### config.mk
export PLATFORM = sky130hd
export DESIGN_NAME = uart_wb_bridge
export DESIGN_NICKNAME = d
export VERILOG_FILES = /design/src/rtl/uart_wb_pkg.sv /design/src/rtl/uart_byte_phy.sv /design/src/rtl/uart_wb_bridge.sv
export SDC_FILE = /design/constraint.sdc
export NUM_CORES = 1
export LEC_CHECK = 0
export ABC_AREA = 1
export CORE_MARGIN = 10
export CORE_UTILIZATION = 45
export CTS_CLUSTER_SIZE = 28
export DETAILED_ROUTE_END_ITERATION = 16
export PLACE_DENSITY_LB_ADDON = 0.08
export SYNTH_ARGS = -nofsm -noshare
export SYNTH_HDL_FRONTEND = slang
export SYNTH_SLANG_ARGS = --single-unit
### constraint.sdc
create_clock -name clk -period 3.5 [get_ports clk]
set_clock_uncertainty 0.05 [all_clocks]
set_input_delay 0.7 -clock clk [delete_from_list [all_inputs] [get_ports clk]]
set_output_delay 0.7 -clock clk [all_outputs]
set_load 0.03 [all_outputs]
### src/rtl/uart_wb_pkg.sv
// Shared definitions for the UART-to-Wishbone bridge: command codes, state
// encodings and the bit-period calculation.
package uart_wb_pkg;

    localparam logic [7:0] CMD_WR_INC = 8'h01;
    localparam logic [7:0] CMD_RD_INC = 8'h02;
    localparam logic [7:0] CMD_WR_FIX = 8'h03;
    localparam logic [7:0] CMD_RD_FIX = 8'h04;

    typedef enum logic [2:0] {
        ST_IDLE, ST_LEN, ST_ADDR, ST_WDATA, ST_WBUS, ST_RBUS, ST_RSEND
    } state_t;

    typedef enum logic [2:0] {
        RX_IDLE, RX_START, RX_DATA, RX_STOP, RX_BREAK
    } rx_state_t;

    // Clocks per UART bit, rounded to nearest.
    function automatic int bit_period(input int clk_freq, input int baud);
        return (clk_freq + baud / 2) / baud;
    endfunction

    function automatic logic cmd_valid(input logic [7:0] cmd);
        return (cmd == CMD_WR_INC) || (cmd == CMD_RD_INC) ||
               (cmd == CMD_WR_FIX) || (cmd == CMD_RD_FIX);
    endfunction

endpackage

### src/rtl/uart_byte_phy.sv
// 8N1 UART byte receiver and transmitter with valid/ready byte handshakes.
// A byte with a low stop bit raises rx_ferr for one clock instead of rx_valid.
module uart_byte_phy
    import uart_wb_pkg::*;
#(
    parameter int CLK_FREQ = 100000000,
    parameter int BAUD     = 115200
) (
    input  logic       clk,
    input  logic       rst_n,
    input  logic       uart_rx,
    output logic       uart_tx,
    output logic [7:0] rx_data,
    output logic       rx_valid,
    input  logic       rx_ready,
    output logic       rx_ferr,
    input  logic [7:0] tx_data,
    input  logic       tx_valid,
    output logic       tx_ready
);
    localparam int BIT_P  = bit_period(CLK_FREQ, BAUD);
    localparam int HALF_P = (BIT_P > 1) ? BIT_P / 2 : 1;
    localparam int CW     = $clog2(BIT_P + 1);

    logic            rx_meta_reg, rx_sync_reg;
    rx_state_t       rx_state_reg;
    logic [CW-1:0]   rx_cnt_reg;
    logic [2:0]      rx_bit_reg;
    logic [7:0]      rx_shift_reg;
    logic [7:0]      rx_data_reg;
    logic            rx_valid_reg, rx_ferr_reg;

    logic            tx_busy_reg, tx_line_reg;
    logic [CW-1:0]   tx_cnt_reg;
    logic [3:0]      tx_bits_reg;
    logic [8:0]      tx_shift_reg;

    assign rx_data  = rx_data_reg;
    assign rx_valid = rx_valid_reg;
    assign rx_ferr  = rx_ferr_reg;
    assign uart_tx  = tx_line_reg;
    assign tx_ready = ~tx_busy_reg;

    always_ff @(posedge clk or negedge rst_n) begin
        if (!rst_n) begin
            rx_meta_reg  <= 1'b1;
            rx_sync_reg  <= 1'b1;
            rx_state_reg <= RX_IDLE;
            rx_cnt_reg   <= '0;
            rx_bit_reg   <= '0;
            rx_shift_reg <= '0;
            rx_data_reg  <= '0;
            rx_valid_reg <= 1'b0;
            rx_ferr_reg  <= 1'b0;
        end else begin
            rx_meta_reg <= uart_rx;
            rx_sync_reg <= rx_meta_reg;
            rx_ferr_reg <= 1'b0;
            if (rx_valid_reg && rx_ready)
                rx_valid_reg <= 1'b0;
            case (rx_state_reg)
                RX_IDLE: begin
                    rx_cnt_reg <= '0;
                    if (!rx_sync_reg)
                        rx_state_reg <= RX_START;
                end
                RX_START: begin
                    if (rx_cnt_reg == CW'(HALF_P - 1)) begin
                        rx_cnt_reg   <= '0;
                        rx_bit_reg   <= '0;
                        rx_state_reg <= rx_sync_reg ? RX_IDLE : RX_DATA;
                    end else begin
                        rx_cnt_reg <= rx_cnt_reg + CW'(1);
                    end
                end
                RX_DATA: begin
                    if (rx_cnt_reg == CW'(BIT_P - 1)) begin
                        rx_cnt_reg   <= '0;
                        rx_shift_reg <= {rx_sync_reg, rx_shift_reg[7:1]};
                        rx_bit_reg   <= rx_bit_reg + 3'd1;
                        if (rx_bit_reg == 3'd7)
                            rx_state_reg <= RX_STOP;
                    end else begin
                        rx_cnt_reg <= rx_cnt_reg + CW'(1);
                    end
                end
                RX_STOP: begin
                    if (rx_cnt_reg == CW'(BIT_P - 1)) begin
                        rx_cnt_reg <= '0;
                        if (rx_sync_reg) begin
                            rx_data_reg  <= rx_shift_reg;
                            rx_valid_reg <= 1'b1;
                            rx_state_reg <= RX_IDLE;
                        end else begin
                            rx_ferr_reg  <= 1'b1;
                            rx_state_reg <= RX_BREAK;
                        end
                    end else begin
                        rx_cnt_reg <= rx_cnt_reg + CW'(1);
                    end
                end
                // Wait for the line to return high so a long low is not
                // mistaken for a fresh start bit.
                RX_BREAK: begin
                    if (rx_sync_reg)
                        rx_state_reg <= RX_IDLE;
                end
                default: rx_state_reg <= RX_IDLE;
            endcase
        end
    end

    always_ff @(posedge clk or negedge rst_n) begin
        if (!rst_n) begin
            tx_busy_reg  <= 1'b0;
            tx_line_reg  <= 1'b1;
            tx_cnt_reg   <= '0;
            tx_bits_reg  <= '0;
            tx_shift_reg <= '0;
        end else if (!tx_busy_reg) begin
            if (tx_valid) begin
                tx_busy_reg  <= 1'b1;
                tx_line_reg  <= 1'b0;
                tx_cnt_reg   <= '0;
                tx_bits_reg  <= 4'd9;
                tx_shift_reg <= {1'b1, tx_data};
            end
        end else if (tx_cnt_reg == CW'(BIT_P - 1)) begin
            tx_cnt_reg <= '0;
            if (tx_bits_reg != 4'd0) begin
                tx_line_reg  <= tx_shift_reg[0];
                tx_shift_reg <= {1'b1, tx_shift_reg[8:1]};
                tx_bits_reg  <= tx_bits_reg - 4'd1;
            end else begin
                tx_busy_reg <= 1'b0;
            end
        end else begin
            tx_cnt_reg <= tx_cnt_reg + CW'(1);
        end
    end

endmodule

### src/rtl/uart_wb_bridge.sv
// Protocol FSM turning UART command frames into Wishbone master cycles and
// streaming read data back over the UART.
module uart_wb_bridge
    import uart_wb_pkg::*;
#(
    parameter int CLK_FREQ = 100000000,
    parameter int BAUD     = 115200,
    parameter int DATA_W   = 32,
    parameter int ADDR_W   = 30,
    parameter int TIMEOUT  = 1000000
) (
    input  logic                clk,
    input  logic                rst_n,
    input  logic                uart_rx,
    output logic                uart_tx,
    output logic                wb_cyc,
    output logic                wb_stb,
    output logic                wb_we,
    output logic [ADDR_W-1:0]   wb_adr,
    output logic [DATA_W-1:0]   wb_dat_w,
    output logic [DATA_W/8-1:0] wb_sel,
    input  logic [DATA_W-1:0]   wb_dat_r,
    input  logic                wb_ack,
    input  logic                wb_err
);
    localparam int BYTES = DATA_W / 8;
    localparam int TO_W  = $clog2(TIMEOUT + 1);

    logic [7:0]        rx_data;
    logic              rx_valid, rx_ready, rx_ferr, tx_ready;
    logic [7:0]        tx_data_reg;
    logic              tx_valid_reg;

    state_t            state_reg;
    logic              we_mode_reg, inc_mode_reg, err_flag_reg;
    logic [8:0]        words_left_reg;
    logic [3:0]        byte_cnt_reg;
    logic [23:0]       addr_shift_reg;
    logic [ADDR_W-1:0] addr_reg;
    logic [DATA_W-1:0] wdata_shift_reg, rdata_reg;
    logic [TO_W-1:0]   idle_cnt_reg;

    logic              rx_fire, in_rx_state, abort;
    logic [ADDR_W-1:0] addr_next;
    logic [DATA_W-1:0] wdata_next, rd_word;

    uart_byte_phy #(.CLK_FREQ(CLK_FREQ), .BAUD(BAUD)) u_phy (
        .clk      (clk),
        .rst_n    (rst_n),
        .uart_rx  (uart_rx),
        .uart_tx  (uart_tx),
        .rx_data  (rx_data),
        .rx_valid (rx_valid),
        .rx_ready (rx_ready),
        .rx_ferr  (rx_ferr),
        .tx_data  (tx_data_reg),
        .tx_valid (tx_valid_reg),
        .tx_ready (tx_ready)
    );

    // Hold incoming bytes in the phy while a write is on the bus.
    assign rx_ready    = (state_reg != ST_WBUS);
    assign rx_fire     = rx_valid && rx_ready;
    assign in_rx_state = (state_reg == ST_LEN) || (state_reg == ST_ADDR) ||
                         (state_reg == ST_WDATA);
    assign abort       = rx_ferr || (!rx_fire && idle_cnt_reg == TO_W'(TIMEOUT));
    assign addr_next   = ADDR_W'({addr_shift_reg, rx_data});
    assign wdata_next  = DATA_W'({wdata_shift_reg, rx_data});
    assign rd_word     = wb_err ? '0 : wb_dat_r;

    always_ff @(posedge clk or negedge rst_n) begin
        if (!rst_n) begin
            state_reg       <= ST_IDLE;
            we_mode_reg     <= 1'b0;
            inc_mode_reg    <= 1'b0;
            err_flag_reg    <= 1'b0;
            words_left_reg  <= '0;
            byte_cnt_reg    <= '0;
            addr_shift_reg  <= '0;
            addr_reg        <= '0;
            wdata_shift_reg <= '0;
            rdata_reg       <= '0;
            idle_cnt_reg    <= '0;
            tx_data_reg     <= '0;
            tx_valid_reg    <= 1'b0;
            wb_cyc          <= 1'b0;
            wb_stb          <= 1'b0;
            wb_we           <= 1'b0;
            wb_adr          <= '0;
            wb_dat_w        <= '0;
            wb_sel          <= '0;
        end else begin
            if (rx_fire || !in_rx_state)
                idle_cnt_reg <= '0;
            else
                idle_cnt_reg <= idle_cnt_reg + TO_W'(1);

            case (state_reg)
                ST_IDLE: begin
                    if (rx_fire && cmd_valid(rx_data)) begin
                        we_mode_reg  <= (rx_data == CMD_WR_INC) || (rx_data == CMD_WR_FIX);
                        inc_mode_reg <= (rx_data == CMD_WR_INC) || (rx_data == CMD_RD_INC);
                        state_reg    <= ST_LEN;
                    end
                end
                ST_LEN: begin
                    if (abort) begin
                        state_reg <= ST_IDLE;
                    end else if (rx_fire) begin
                        words_left_reg <= {rx_data == 8'd0, rx_data};
                        byte_cnt_reg   <= '0;
                        state_reg      <= ST_ADDR;
                    end
                end
                ST_ADDR: begin
                    if (abort) begin
                        state_reg <= ST_IDLE;
                    end else if (rx_fire) begin
                        addr_shift_reg <= {addr_shift_reg[15:0], rx_data};
                        byte_cnt_reg   <= byte_cnt_reg + 4'd1;
                        if (byte_cnt_reg == 4'd3) begin
                            addr_reg     <= addr_next;
                            byte_cnt_reg <= '0;
                            err_flag_reg <= 1'b0;
                            if (we_mode_reg) begin
                                state_reg <= ST_WDATA;
                            end else begin
                                wb_cyc    <= 1'b1;
                                wb_stb    <= 1'b1;
                                wb_we     <= 1'b0;
                                wb_sel    <= '1;
                                wb_adr    <= addr_next;
                                state_reg <= ST_RBUS;
                            end
                        end
                    end
                end
                ST_WDATA: begin
                    if (abort) begin
                        state_reg <= ST_IDLE;
                    end else if (rx_fire) begin
                        wdata_shift_reg <= wdata_next;
                        byte_cnt_reg    <= byte_cnt_reg + 4'd1;
                        if (byte_cnt_reg == 4'(BYTES - 1)) begin
                            byte_cnt_reg <= '0;
                            // After a bus error the rest of the frame is drained silently.
                            if (err_flag_reg) begin
                                if (words_left_reg == 9'd1)
                                    state_reg <= ST_IDLE;
                                words_left_reg <= words_left_reg - 9'd1;
                            end else begin
                                wb_cyc    <= 1'b1;
                                wb_stb    <= 1'b1;
                                wb_we     <= 1'b1;
                                wb_sel    <= '1;
                                wb_adr    <= addr_reg;
                                wb_dat_w  <= wdata_next;
                                state_reg <= ST_WBUS;
                            end
                        end
                    end
                end
                ST_WBUS: begin
                    if (wb_ack || wb_err) begin
                        wb_cyc <= 1'b0;
                        wb_stb <= 1'b0;
                        if (wb_err)
                            err_flag_reg <= 1'b1;
                        if (inc_mode_reg)
                            addr_reg <= addr_reg + ADDR_W'(1);
                        words_left_reg <= words_left_reg - 9'd1;
                        state_reg <= (words_left_reg == 9'd1) ? ST_IDLE : ST_WDATA;
                    end
                end
                ST_RBUS: begin
                    if (wb_ack || wb_err) begin
                        wb_cyc       <= 1'b0;
                        wb_stb       <= 1'b0;
                        tx_data_reg  <= rd_word[DATA_W-1 -: 8];
                        rdata_reg    <= rd_word << 8;
                        tx_valid_reg <= 1'b1;
                        byte_cnt_reg <= '0;
                        if (inc_mode_reg)
                            addr_reg <= addr_reg + ADDR_W'(1);
                        state_reg <= ST_RSEND;
                    end
                end
                ST_RSEND: begin
                    if (tx_valid_reg) begin
                        if (tx_ready) begin
                            byte_cnt_reg <= byte_cnt_reg + 4'd1;
                            if (byte_cnt_reg == 4'(BYTES - 1)) begin
                                tx_valid_reg <= 1'b0;
                            end else begin
                                tx_data_reg <= rdata_reg[DATA_W-1 -: 8];
                                rdata_reg   <= rdata_reg << 8;
                            end
                        end
                    end else if (tx_ready) begin
                        words_left_reg <= words_left_reg - 9'd1;
                        if (words_left_reg == 9'd1) begin
                            state_reg <= ST_IDLE;
                        end else begin
                            wb_cyc    <= 1'b1;
                            wb_stb    <= 1'b1;
                            wb_adr    <= addr_reg;
                            state_reg <= ST_RBUS;
                        end
                    end
                end
                default: state_reg <= ST_IDLE;
            endcase
        end
    end

endmodule

==> results_dict.tcl <==
set metrics [dict create \
    syn_to_final_growth_pct 18.8 \
    endpoint_kind "flip-flop" \
    worst_pin_slew_ns 0.830 \
    power.density_nw_per_um2 599 \
    synth_common_cells "571 x nand2_1, 271 x dfrtp_1, 179 x o21ai_0" \
    cts_setup_buffers 0 \
    ys_ff_latch 274 \
    die_w_microns 194 \
    power.total_mw 9.65 \
    nets 1865 \
    clk_pin_slew_ns 0.06 \
    use_met3 0.0282 \
    synth_area_per_cell_sq_um 7.86 \
    period_needed_ns 2.66 \
    netlist_instances 1726 \
    leakagePower_nw 7.42 \
    r2r-start "u_phy.tx_cnt_reg[0]$_DFFE_PN0P_" \
    synth_edf_count 0 \
    synth_ff_type "dfrtp_1" \
    synth_nets 1775 \
    r2r_slack_ns 0.84 \
    finalSetupTns_ns 0 \
    max_freq_ghz 0.376 \
    die_h_microns 194 \
    cts_root_buf "clkbuf_16" \
    wl_microns 34300 \
    hpwl_microns 23500 \
    drt_iter0_drc 765 \
    slew_headroom 0.447 \
    synth_cell_types 43 \
    critical_path.cell_chain "ha_1, nand3_1, o21ai_1, nand2_1, inv_1, nand2_1, nor2_1, nor2_1" \
    ys.warnings.count 0 \
    ctsHoldBuffers 0 \
    numCtsBuffers 31 \
    antenna_found_initial 0 \
    ios 107 \
    drv_slew 0 \
    dr.pass1.iters 5 \
    htree_levels 1 \
    r2r_end "u_phy.tx_shift_reg[3]$_DFFE_PN0P_" \
    std_cell_rows 63 \
    dp_slack_ns 0.678 \
    arrival_ns 3.06 \
    syn_area_sq_um 13600 \
    cap_violations 0 \
    slowest_delay_ns 0.47 \
    synth_largest_area_cell "dfrtp_1" \
    gp_congestion 0.885 \
    drc_errors 0 \
    synthTopCellsByArea "dfrtp_1 50%, nand2_1 16%, o21ai_0 6.6%" \
    wl_per_cell_microns 15.4 \
    cp-start-kind "flip-flop" \
    cp_max_fo 11 \
    cts_tree "done" \
    cp_top_family "simple AND/OR/NAND/NOR gates" \
    initial_core_util 0.456 \
    outcome "finished clean" \
    top_usage_layer "met2" \
    vias 11500 \
    grt.overflow.total 0 \
    fin_crit_sh 0.759 \
    via_per_inst 5.16 \
    met1_usage 0.246 \
    worstSetupPathType "flip-flop to flip-flop" \
    yosysTopAreaCellShare 0.500 \
    post-synth-top-count-cell "nand2_1" \
    hold_ws_ns 0.0947 \
    grt_max_degree 100 \
    reg2regPathDepth 8 \
    required_ns 3.90 \
    clkSinkCount 274 \
    grt_pass1_wl_microns 58300 \
    crit_path_top_delay_cell "dfrtp_1" \
    layout-drive-gt1-share 0.0712 \
    postSynth.asyncResetShare 1.00 \
    core_area_sq_um 29700 \
    ant_nets 0 \
    io_buffer_count 106 \
    grt_util_all_layers 0.180 \
    post_cts_resized 0 \
    ys_seq_area_frac 0.506 \
    finalHoldViolations 0 \
    clk_latency_ns 0.57 \
    setup_viol 0 \
    fin_ws_ns 0.843 \
    largest_register_ffs 32 \
    critPathLaunch "u_phy.tx_cnt_reg[0]$_DFFE_PN0P_" \
    met2_usage 0.298 \
    hold_class "input pin to async pin" \
    ir_drop_uv 469 \
    dieArea_sq_um 37500 \
    path_buf_inv 1 \
    grt_pass1_vias 11400 \
    cts_buffer_depth 3 \
    grt_setup_unrepaired "false" \
]
## layout by cell type (no fill, tap or decap), types with 6 or more instances in the layout
master and count:
nor2_2 7, o22ai_1 16, nand3_1 90, dfrtp_1 271, inv_1 154, a21oi_1 35, o21ai_2 9, xor2_1 19
clkbuf_16 31, clkbuf_8 11, nand2_2 6, a22oi_1 16, a31oi_1 6, a21o_1 6, buf_4 12, o21ai_0 179
clkdlybuf4s50_1 105, o21ai_1 30, nor2_1 126, mux2_2 19, nand2_1 570, nor3_1 32, ha_1 12, nand4_1 20
## layout make-up
type                       instances  area [sq um]
multi-input combinational       1226          5790
tap                              390           488
clock inverter                    14           174
antenna                            1          2.50
clock buffer                      44           935
timing repair buffer             123          1260
fill                            2821         13600
sequential                       274          6860
inverter                         160           601
## how the worst max path moves through the flow
stage / endpoint / cells past startpoint / slack (ns)
floorplan: tx_data_reg[2]$_DFFE_PN0P_ / 8 / 1.63
global placement: tx_data_reg[5]$_DFFE_PN0P_ / 9 / 0.73
detailed placement: tx_data_reg[5]$_DFFE_PN0P_ / 9 / 0.68
CTS: u_phy.tx_shift_reg[6]$_DFFE_PN0P_ / 8 / 0.88
global route: u_phy.tx_shift_reg[5]$_DFFE_PN0P_ / 8 / 0.50
finish: u_phy.tx_shift_reg[3]$_DFFE_PN0P_ / 8 / 0.84
## power breakdown
group | internal, mW | leakage, nW | total (mW) | switching (mW)
Clock | 2.08 | 0.540 | 3.44 | 1.35
Sequential | 3.60 | 3.71 | 3.95 | 0.347
Combinational | 0.762 | 3.17 | 2.26 | 1.50
Total | 6.45 | 7.42 | 9.65 | 3.20
## cells by family after synthesis
family / share of synthesized area
compound gates: 0.124
xor+xnor: 0.0155
fa+ha+maj: 0.0111
buf+inv: 0.0684
flops: 0.506
mux: 0.0158
simple gates: 0.259
## routing by layer
metal | share of wire | wire length, microns
met5 | 0 | 0
met4 | 0.014 | 485
met3 | 0.044 | 1510
met2 | 0.47 | 16000
met1 | 0.47 | 16300
## metrics by stage
| stage | utilization | instance area, sq um | cells |
|---|---|---|---|
| finish | 0.542 | 16100 | 2232 |
| global route | 0.542 | 16100 | 2231 |
| CTS | 0.542 | 16100 | 2231 |
| detailed placement | 0.505 | 15000 | 2173 |
| global placement | 0.505 | 15000 | 2173 |
| floorplan | - | 13600 | 1726 |
No activity file was read; power rests on OpenSTA's default activity.
